`config.mk`:
```
export PLATFORM = sky130hd
export DESIGN_NAME = xvc_axil_mux_master
export DESIGN_NICKNAME = d
export VERILOG_FILES = /design/src/rtl/xvc_pkg.sv /design/src/rtl/rr_arbiter.sv /design/src/rtl/xvc_axil_mux_master.sv
export SDC_FILE = /design/constraint.sdc
export NUM_CORES = 1
export LEC_CHECK = 0
export CAP_MARGIN = 20
export CORE_MARGIN = 5
export CORE_UTILIZATION = 50
export CTS_BUF_LIST = sky130_fd_sc_hd__clkbuf_8
export DETAILED_ROUTE_END_ITERATION = 8
export GPL_ROUTABILITY_DRIVEN = 0
export HOLD_SLACK_MARGIN = 0.03
export PLACE_DENSITY_LB_ADDON = 0.15
export SKIP_CTS_REPAIR_TIMING = 1
export SLEW_MARGIN = 20
export SYNTH_ARGS = -nofsm -noshare
export SYNTH_HDL_FRONTEND = slang
export SYNTH_SLANG_ARGS = --single-unit
```
`constraint.sdc`:
```
create_clock -name clk -period 4.2 [get_ports clk]
set_clock_uncertainty 0.2 [all_clocks]
set_input_delay 1.05 -clock clk [delete_from_list [all_inputs] [get_ports clk]]
set_output_delay 1.05 -clock clk [all_outputs]
set_load 0.02 [all_outputs]
```
`src/rtl/xvc_pkg.sv`:
```
// Shared constants and types for the multi-channel XVC AXI-Lite master.
package xvc_pkg;

  localparam logic [1:0] OP_IDLE = 2'b00;
  localparam logic [1:0] OP_RD   = 2'b01;
  localparam logic [1:0] OP_WR   = 2'b10;

  localparam logic [1:0] RESP_OKAY   = 2'b00;
  localparam logic [1:0] RESP_EXOKAY = 2'b01;
  localparam logic [1:0] RESP_SLVERR = 2'b10;
  localparam logic [1:0] RESP_DECERR = 2'b11;

  localparam logic [3:0] AXCACHE = 4'b0011;
  localparam logic [2:0] AXPROT  = 3'b000;

  typedef enum logic [2:0] {
    ST_IDLE,
    ST_RD_A,
    ST_RD_D,
    ST_WR_AW_W,
    ST_WR_B,
    ST_DONE
  } state_t;

  function automatic logic is_req(input logic [1:0] op);
    return (op == OP_RD) || (op == OP_WR);
  endfunction

endpackage

```
`src/rtl/rr_arbiter.sv`:
```
// Combinational round-robin picker: first set request at or after ptr, wrapping.
module rr_arbiter #(
  parameter int N = 4,
  parameter int W = 2
) (
  input  logic [N-1:0] req,
  input  logic [W-1:0] ptr,
  output logic [N-1:0] grant,
  output logic [W-1:0] idx,
  output logic         any
);

  always_comb begin
    int c;
    c     = 0;
    grant = '0;
    idx   = '0;
    any   = 1'b0;
    for (int k = 0; k < N; k++) begin
      c = int'(ptr) + k;
      if (c >= N) c = c - N;
      if (!any && req[c]) begin
        any      = 1'b1;
        grant[c] = 1'b1;
        idx      = W'(c);
      end
    end
  end

endmodule

```
`src/rtl/xvc_axil_mux_master.sv`:
```
// NUM_CH XVC command engines sharing one AXI-Lite master port, round-robin
// arbitrated, each channel mapped to its own address window, with a timeout.
module xvc_axil_mux_master
  import xvc_pkg::*;
#(
  parameter int NUM_CH    = 4,
  parameter int CH_ADDR_W = 12,
  parameter int DATA_W    = 32,
  parameter int TIMEOUT   = 1024,
  localparam int CH_W     = (NUM_CH > 1) ? $clog2(NUM_CH) : 1,
  localparam int AXI_AW   = CH_W + CH_ADDR_W
) (
  input  logic                        clk,
  input  logic                        rst_n,
  input  logic [NUM_CH*CH_ADDR_W-1:0] usr_addr,
  input  logic [NUM_CH*DATA_W-1:0]    usr_wdata,
  input  logic [2*NUM_CH-1:0]         usr_opcode,
  output logic [DATA_W-1:0]           usr_rdata,
  output logic [NUM_CH-1:0]           usr_rvalid,
  output logic [NUM_CH-1:0]           usr_wdone,
  output logic [NUM_CH-1:0]           usr_err,
  output logic [NUM_CH-1:0]           usr_busy,
  output logic [AXI_AW-1:0]           m_axi_awaddr,
  output logic [2:0]                  m_axi_awprot,
  output logic [3:0]                  m_axi_awcache,
  output logic                        m_axi_awvalid,
  input  logic                        m_axi_awready,
  output logic [DATA_W-1:0]           m_axi_wdata,
  output logic [DATA_W/8-1:0]         m_axi_wstrb,
  output logic                        m_axi_wvalid,
  input  logic                        m_axi_wready,
  input  logic [1:0]                  m_axi_bresp,
  input  logic                        m_axi_bvalid,
  output logic                        m_axi_bready,
  output logic [AXI_AW-1:0]           m_axi_araddr,
  output logic [2:0]                  m_axi_arprot,
  output logic [3:0]                  m_axi_arcache,
  output logic                        m_axi_arvalid,
  input  logic                        m_axi_arready,
  input  logic [DATA_W-1:0]           m_axi_rdata,
  input  logic [1:0]                  m_axi_rresp,
  input  logic                        m_axi_rvalid,
  output logic                        m_axi_rready
);

  localparam int TO_W = (TIMEOUT > 0) ? $clog2(TIMEOUT + 1) : 1;

  state_t                            state_reg;
  logic [CH_W-1:0]                   ptr_reg;
  logic [CH_W-1:0]                   cur_ch_reg;
  logic                              cur_wr_reg;
  logic [TO_W-1:0]                   timer_reg;
  logic [AXI_AW-1:0]                 awaddr_reg, araddr_reg;
  logic [DATA_W-1:0]                 wdata_reg, rdata_reg;
  logic                              awvalid_reg, wvalid_reg, arvalid_reg;
  logic                              rready_reg, bready_reg;
  logic [NUM_CH-1:0]                 rvalid_reg, wdone_reg, err_reg;

  logic [NUM_CH-1:0]                 pending, wr_vec, arb_grant;
  logic [NUM_CH-1:0][CH_ADDR_W-1:0]  addr_all;
  logic [NUM_CH-1:0][DATA_W-1:0]     wdata_all;
  logic [CH_W-1:0]                   arb_idx;
  logic                              arb_any, sel_wr;
  logic                              waiting, timed_out, abort;

  // Per-channel request latches; pending stays set through DONE so a new
  // opcode arriving in that cycle is not taken.
  for (genvar gi = 0; gi < NUM_CH; gi++) begin : g_ch
    logic                 pending_reg;
    logic [1:0]           op_reg;
    logic [CH_ADDR_W-1:0] addr_reg;
    logic [DATA_W-1:0]    wd_reg;
    logic [1:0]           opc;
    logic                 done_here;

    assign opc       = usr_opcode[2*gi +: 2];
    assign done_here = (state_reg == ST_DONE) && (cur_ch_reg == CH_W'(gi));

    always_ff @(posedge clk or negedge rst_n) begin
      if (!rst_n) begin
        pending_reg <= 1'b0;
        op_reg      <= OP_IDLE;
        addr_reg    <= '0;
        wd_reg      <= '0;
      end else if (pending_reg) begin
        if (done_here) pending_reg <= 1'b0;
      end else if (is_req(opc)) begin
        pending_reg <= 1'b1;
        op_reg      <= opc;
        addr_reg    <= usr_addr[gi*CH_ADDR_W +: CH_ADDR_W];
        wd_reg      <= usr_wdata[gi*DATA_W +: DATA_W];
      end
    end

    assign pending[gi]   = pending_reg;
    assign wr_vec[gi]    = (op_reg == OP_WR);
    assign addr_all[gi]  = addr_reg;
    assign wdata_all[gi] = wd_reg;
    assign usr_busy[gi]  = pending_reg && !done_here;
  end

  rr_arbiter #(.N(NUM_CH), .W(CH_W)) u_arb (
    .req   (pending & {NUM_CH{state_reg == ST_IDLE}}),
    .ptr   (ptr_reg),
    .grant (arb_grant),
    .idx   (arb_idx),
    .any   (arb_any)
  );

  assign sel_wr    = |(arb_grant & wr_vec);
  assign waiting   = (state_reg == ST_RD_A) || (state_reg == ST_RD_D) ||
                     (state_reg == ST_WR_AW_W) || (state_reg == ST_WR_B);
  assign timed_out = (TIMEOUT > 0) && (timer_reg == TO_W'(TIMEOUT - 1));
  // A completing beat in the final cycle wins over the timeout.
  assign abort     = timed_out && waiting &&
                     !((state_reg == ST_RD_D) && m_axi_rvalid) &&
                     !((state_reg == ST_WR_B) && m_axi_bvalid);

  always_ff @(posedge clk or negedge rst_n) begin
    if (!rst_n) begin
      state_reg   <= ST_IDLE;
      ptr_reg     <= '0;
      cur_ch_reg  <= '0;
      cur_wr_reg  <= 1'b0;
      timer_reg   <= '0;
      awaddr_reg  <= '0;
      araddr_reg  <= '0;
      wdata_reg   <= '0;
      rdata_reg   <= '0;
      awvalid_reg <= 1'b0;
      wvalid_reg  <= 1'b0;
      arvalid_reg <= 1'b0;
      rready_reg  <= 1'b1;
      bready_reg  <= 1'b1;
      rvalid_reg  <= '0;
      wdone_reg   <= '0;
      err_reg     <= '0;
    end else begin
      if (state_reg != ST_IDLE) timer_reg <= timer_reg + 1'b1;
      case (state_reg)
        ST_IDLE: begin
          timer_reg <= '0;
          if (arb_any) begin
            cur_ch_reg <= arb_idx;
            cur_wr_reg <= sel_wr;
            ptr_reg    <= (arb_idx == CH_W'(NUM_CH - 1)) ? '0 : arb_idx + 1'b1;
            rready_reg <= 1'b0;
            bready_reg <= 1'b0;
            if (sel_wr) begin
              awaddr_reg  <= {arb_idx, addr_all[arb_idx]};
              wdata_reg   <= wdata_all[arb_idx];
              awvalid_reg <= 1'b1;
              wvalid_reg  <= 1'b1;
              state_reg   <= ST_WR_AW_W;
            end else begin
              araddr_reg  <= {arb_idx, addr_all[arb_idx]};
              arvalid_reg <= 1'b1;
              state_reg   <= ST_RD_A;
            end
          end
        end
        ST_RD_A: begin
          if (m_axi_arready) begin
            arvalid_reg <= 1'b0;
            rready_reg  <= 1'b1;
            state_reg   <= ST_RD_D;
          end
        end
        ST_RD_D: begin
          if (m_axi_rvalid) begin
            rdata_reg              <= m_axi_rdata;
            rvalid_reg[cur_ch_reg] <= 1'b1;
            err_reg[cur_ch_reg]    <= (m_axi_rresp != RESP_OKAY);
            rready_reg             <= 1'b0;
            state_reg              <= ST_DONE;
          end
        end
        ST_WR_AW_W: begin
          if (m_axi_awready) awvalid_reg <= 1'b0;
          if (m_axi_wready)  wvalid_reg  <= 1'b0;
          if ((!awvalid_reg || m_axi_awready) && (!wvalid_reg || m_axi_wready)) begin
            bready_reg <= 1'b1;
            state_reg  <= ST_WR_B;
          end
        end
        ST_WR_B: begin
          if (m_axi_bvalid) begin
            wdone_reg[cur_ch_reg] <= 1'b1;
            err_reg[cur_ch_reg]   <= (m_axi_bresp != RESP_OKAY);
            bready_reg            <= 1'b0;
            state_reg             <= ST_DONE;
          end
        end
        ST_DONE: begin
          rvalid_reg <= '0;
          wdone_reg  <= '0;
          err_reg    <= '0;
          rready_reg <= 1'b1;
          bready_reg <= 1'b1;
          state_reg  <= ST_IDLE;
        end
        default: state_reg <= ST_IDLE;
      endcase

      if (abort) begin
        arvalid_reg         <= 1'b0;
        awvalid_reg         <= 1'b0;
        wvalid_reg          <= 1'b0;
        rready_reg          <= 1'b0;
        bready_reg          <= 1'b0;
        err_reg[cur_ch_reg] <= 1'b1;
        if (cur_wr_reg) begin
          wdone_reg[cur_ch_reg] <= 1'b1;
        end else begin
          rvalid_reg[cur_ch_reg] <= 1'b1;
          rdata_reg              <= '0;
        end
        state_reg <= ST_DONE;
      end
    end
  end

  assign usr_rdata     = rdata_reg;
  assign usr_rvalid    = rvalid_reg;
  assign usr_wdone     = wdone_reg;
  assign usr_err       = err_reg;
  assign m_axi_awaddr  = awaddr_reg;
  assign m_axi_awprot  = AXPROT;
  assign m_axi_awcache = AXCACHE;
  assign m_axi_awvalid = awvalid_reg;
  assign m_axi_wdata   = wdata_reg;
  assign m_axi_wstrb   = '1;
  assign m_axi_wvalid  = wvalid_reg;
  assign m_axi_bready  = bready_reg;
  assign m_axi_araddr  = araddr_reg;
  assign m_axi_arprot  = AXPROT;
  assign m_axi_arcache = AXCACHE;
  assign m_axi_arvalid = arvalid_reg;
  assign m_axi_rready  = rready_reg;

endmodule
```
==> results.toml, run 1 <==
[finish]
final_area_um2 = 19300
drive_gt1_frac = 0.241
largest_reg_flops = 128
final_util = 0.688
fin_cells = 1873
final_nets = 1684
area_growth_pct = 35.1
layout_common_cells = "clkdlybuf4s50_1, dfrtp_1, mux2_2, mux2i_1, nand2_1"
layout_commonest_cell = "clkdlybuf4s50_1"
fillers = 2104

[placement]
dp_worst_setup_slack_ps = 552
dp.cells = 1770
port-buffer-count = 339
place_hpwl_mm = 25.2
dpl-instance-area_um2 = 18100

[routing]
ant_nets = 0
drt_iter0_drc = 404
drc = 0
firstDrtPassIters = 6
drt-total-wl_mm = 36.5
routedWlPerCell_um = 19.5
via_per_inst = 5.26
vias = 9857

[synth]
syn_inst = 1097
ys_ff_latch = 316
synthesis.area_um2 = 14300
ys_seq_area_frac = 0.555
synth.avg_cell_area_um2 = 13.0
synthFlopType = "dfrtp_1"
ys_types = 57
synth-edff-count = 0
async_reset_ff_frac = 1.00
yosys_warnings = 0

[power]
p_int_mw = 9.49
p_leak_nw = 8.27
power_density_nw_per_um2 = 749
p_comb_frac = 0.427
total_switching_power_mw = 4.94
swShare = 0.343
p_seq_frac = 0.375
power_frac_clock = 0.198
peakVddDrop_mv = 0.355

[sta]
setup_viol = 0
tns_ps = 0
fin_ws_ps = 269
finalHoldViolations = 0
maxSlewHeadroom = 0.488
finalCritPeriodShare = 0.936
drv_slew = 0
max_freq_mhz = 254
min_period_ps = 3930
tightest_slew_ps = 768
rsz0062_at_grt = "false"

[setup_path]
end_kind = "output port"
worstPathCellList = "nand3_1 -> o21a_1 -> clkdlybuf4s50_1"
crit_type = "register to output port"
startpoint_type = "register"
crit_slowest_cell = "dfrtp_1"
crit_fanout = 17
critPathMaxStageDelay_ps = 630
worstPathRequired_ps = 2950
arrival_ps = 2680

[clock_network]
clockBufferDepth = 3
cts_tree = "yes"
clk_pin_slew_worst_paths_ps = 60
worst_skew_pair.late_latency_ps = 560
htree_levels = 2
clockRootBuffer = "clkbuf_8"
clock_sinks = 316
cts_buffers = 53

[grt]
grt_max_degree = 99
grt_pass1_vias = 10400
grt_pass1_wl_mm = 56.0
antenna_found_initial = 9
overflow = 0
grt_usage = 0.223

[floorplanning]
initial_core_util = 0.509
ios = 358
coreArea_um2 = 28000
die-area_um2 = 32000
die_w_um = 179
rows = 61
die_h_um = 179

[status]
status = "complete, no violations"

[job]
drv_cap = 0

[worst_hold_path]
worstHoldPathType = "register to register"
-- cell usage after synthesis, types with 5 or more instances --
cell        n  area, µm²
nor2_1     33        124
mux2_1      6       67.6
a21oi_1    41        205
o21ai_0    25        125
nor2b_1    13       81.3
buf_6       6       67.6
nand2_1    89        334
inv_1      11       41.3
mux2i_1   137       1370
buf_1      17       63.8
clkbuf_1   26       97.6
buf_4      18        135
dfrtp_1   314       7860
mux2_2    237       2670
xnor2_1     9       78.8
buf_2      16       80.1
ha_1       10        125
xor2_1      5       43.8
or2_2       5       31.3
nand3b_1    6       45.0
-- power by group through the flow --
stage	registers, mW	logic, mW	clock network [mW]
after floorplan	5.77	3.53	0
after CTS	5.42	6.22	2.93
after global placement	5.40	6.05	0
after detailed placement	5.46	6.19	0
after global routing	5.60	6.66	3.06
final	5.41	6.16	2.86
-- layout make-up --
| cell class | count | area [µm²] | area share |
|---|---|---|---|
| Antenna cell | 7 | 17.5 | 0.000909 |
| Clock buffer | 73 | 1000 | 0.0521 |
| Clock inverter | 23 | 145 | 0.00753 |
| Inverter | 11 | 41.3 | 0.00214 |
| Multi-Input combinational cell | 703 | 5980 | 0.310 |
| Sequential cell | 316 | 7910 | 0.411 |
| Tap cell | 378 | 473 | 0.0245 |
| Timing Repair Buffer | 362 | 3700 | 0.192 |
-- critical path: cells and delay by family, from the launching register on --
kind                   cells  cell delay [ps]
AO/OA/AOI/OAI              1              390
buffers and inverters      1              550
flip-flops                 1              630
AND/OR/NAND/NOR            1              570
-- cell families after synthesis --
| family | share of synthesized area |
|---|---|
| multiplexers | 0.291 |
| flip-flops | 0.555 |
| AND/OR/NAND/NOR | 0.0577 |
| AO/OA/AOI/OAI | 0.0446 |
| buffers and inverters | 0.0340 |
| XOR/XNOR | 0.00860 |
| adder cells (fa/ha/maj) | 0.00877 |
| other | 0.000527 |
-- routing by layer --
layer,up-vias,part of all wire,global-route usage
met4,10,0.025,0.0752
met1,4910,0.40,0.275
met5,-,0.0016,0
li1,4548,-,-
met2,318,0.50,0.374
met3,71,0.079,0.0668
-- worst paths after layout --
kind	start	endpoint	slack, ps	cells after the start
max	state_reg[2]	usr_busy[3]	270	3
min	timer_reg[0]	timer_reg[0]	260	1
max reg2reg	ptr_reg[0]	m_axi_wdata[14]	610	9
min reg2reg	timer_reg[0]	timer_reg[0]	260	1
max in group asynchronous	rst_n	usr_rdata[6]	2490	2
min in group asynchronous	rst_n	g_ch[2].addr_reg[9]	340	1
-- metrics by stage --
step | hold slack, ps | total power, mW
after floorplan | 233 | 9.30
after global routing | 311 | 15.3
final | 262 | 14.4
after CTS | 266 | 14.6
after detailed placement | 258 | 11.6
after global placement | 247 | 11.4
Power figures use the tool's default switching activity.
==> inputs of run 2 (changes only) <==
==> constraint.sdc (replaced) <==
create_clock -name clk -period 4.2 [get_ports clk]
set_clock_uncertainty 0.2 [all_clocks]
set_input_delay 1.05 -clock clk [delete_from_list [all_inputs] [get_ports clk]]
set_output_delay 1.05 -clock clk [all_outputs]
set_load 0.1 [all_outputs]
==> results.toml, run 2 (synthesis gave the netlist of run 1 again) <==
[status]
status = "complete, no violations"

[routing]
routedWlPerCell_um = 19.5
via_per_inst = 5.24
firstDrtPassIters = 5
drc = 0
drt_iter0_drc = 422
drt-total-wl_mm = 36.5
ant_nets = 0
vias = 9794

[setup_path]
r2r-start = "ptr_reg[0]"
regToRegSetupSlack_ps = 630
cp-startpoint = "state_reg[2]"
worstPathRequired_ps = 2950
startpoint_type = "register"
r2r_cells = 9
crit_type = "register to output port"
end_kind = "output port"
r2r_end = "ptr_reg[1]"
arrival_ps = 2410
crit_fanout = 17

[sta]
finalCritPeriodShare = 0.871
min_period_ps = 3660
setup_viol = 0
max_freq_mhz = 273
tns_ps = 0
fin_ws_ps = 541
rsz0062_at_grt = "false"
maxSlewHeadroom = 0.294
finalHoldViolations = 0
tightest_slew_ps = 1060
timing.hold.ws_ps = 258
drv_slew = 0

[clock_network]
worst_skew_pair.late_latency_ps = 560
clockRootBuffer = "clkbuf_8"
clockBufferDepth = 3
clock_sinks = 316
cts_tree = "yes"
cts_buffers = 53
clk_pin_slew_worst_paths_ps = 60
htree_levels = 2

[finish]
final_nets = 1686
area_growth_pct = 34.3
largest_reg_flops = 128
layout_commonest_cell = "clkdlybuf4s50_1"
drive_gt1_frac = 0.245
layout_common_cells = "clkdlybuf4s50_1, dfrtp_1, mux2_2, mux2i_1, nand2_1"

[floorplanning]
die_h_um = 179
rows = 61
initial_core_util = 0.509
die-area_um2 = 32000
ios = 358
coreArea_um2 = 28000
die_w_um = 179

[grt]
grt_max_degree = 100
grt_pass1_wl_mm = 56.4
grt_pass1_vias = 10400
grt_usage = 0.225
overflow = 0
antenna_found_initial = 6

[placement]
dp_worst_setup_slack_ps = 559
port-buffer-count = 339
place_hpwl_mm = 25.4

[worst_hold_path]
worstHoldPathType = "register to register"
min_path_cells = 1
hold_start = "timer_reg[0]"
worstHoldEndpoint = "timer_reg[0]"

[power]
power_density_nw_per_um2 = 906
peakVddDrop_mv = 0.462
p_leak_nw = 8.24

[job]
drv_cap = 0
[run 2: cell types whose count changed in the layout (fill, tap and decap cells not counted), sizes merged]
cell	change
buf	+7
bufinv	-1
clkbuf	-7
clkdlybuf4s50	-5
clkinv	+6
diode	-3
[run 2: worst max-delay path, cell delays in order, from the launching register on]
cell and delay [ps]:
dfrtp_1 640, nand3_1 580, nor2_1 280, nor2_1 110
buf_4 250
[run 2: routing by layer]
metal,global-route usage,up-vias,share of wire
li1,-,4553,-
met1,0.282,4847,0.40
met2,0.383,313,0.50
met3,0.0677,71,0.081
met4,0.0569,10,0.021
met5,0,-,0.0019
[run 2: layout make-up]
class | count | area (µm²)
well taps | 378 | 473
fillers | 2139 | 8860
clock buffers | 66 | 908
repair buffers | 364 | 3690
diodes | 4 | 10.0
inverters | 11 | 41.3
clock inverters | 28 | 145
flip-flops and latches | 316 | 7910
multi-input cells | 703 | 5980
[run 2: worst max-delay path by stage]
| stage | endpoint | slack [ps] | depth (start not counted) |
|---|---|---|---|
| after CTS | usr_busy[2] | 550 | 5 |
| final | usr_busy[2] | 540 | 4 |
| after detailed placement | m_axi_rready | 560 | 7 |
| after global routing | usr_busy[2] | 370 | 4 |
| after floorplan | ptr_reg[1] | 570 | 13 |
| after global placement | m_axi_rready | 630 | 7 |
[run 2: metrics by stage]
step,utilization,instances,power (mW),area [µm²]
CTS,0.683,1866,17.5,19100
global placement,0.646,1772,14.6,18100
floorplan,-,1113,12.4,14300
finish,0.684,1870,17.3,19200
global route,0.684,1868,18.3,19100
detailed placement,0.646,1772,14.8,18100
[run 2: report_power, final]
group / switching [mW] / internal, mW / leakage [nW] / total, mW
registers: 0.882 / 4.53 / 3.82 / 5.42
clock network: 1.20 / 1.47 / 0.622 / 2.67
logic: 5.99 / 3.26 / 3.79 / 9.25
total: 8.08 / 9.27 / 8.24 / 17.3
==> inputs of run 3 (changes only) <==
Settings changed: SKIP_CTS_REPAIR_TIMING 1 to default.
==> results of run 3 <==
No change in the layout: final DEF, timing and power equal those of run 2.
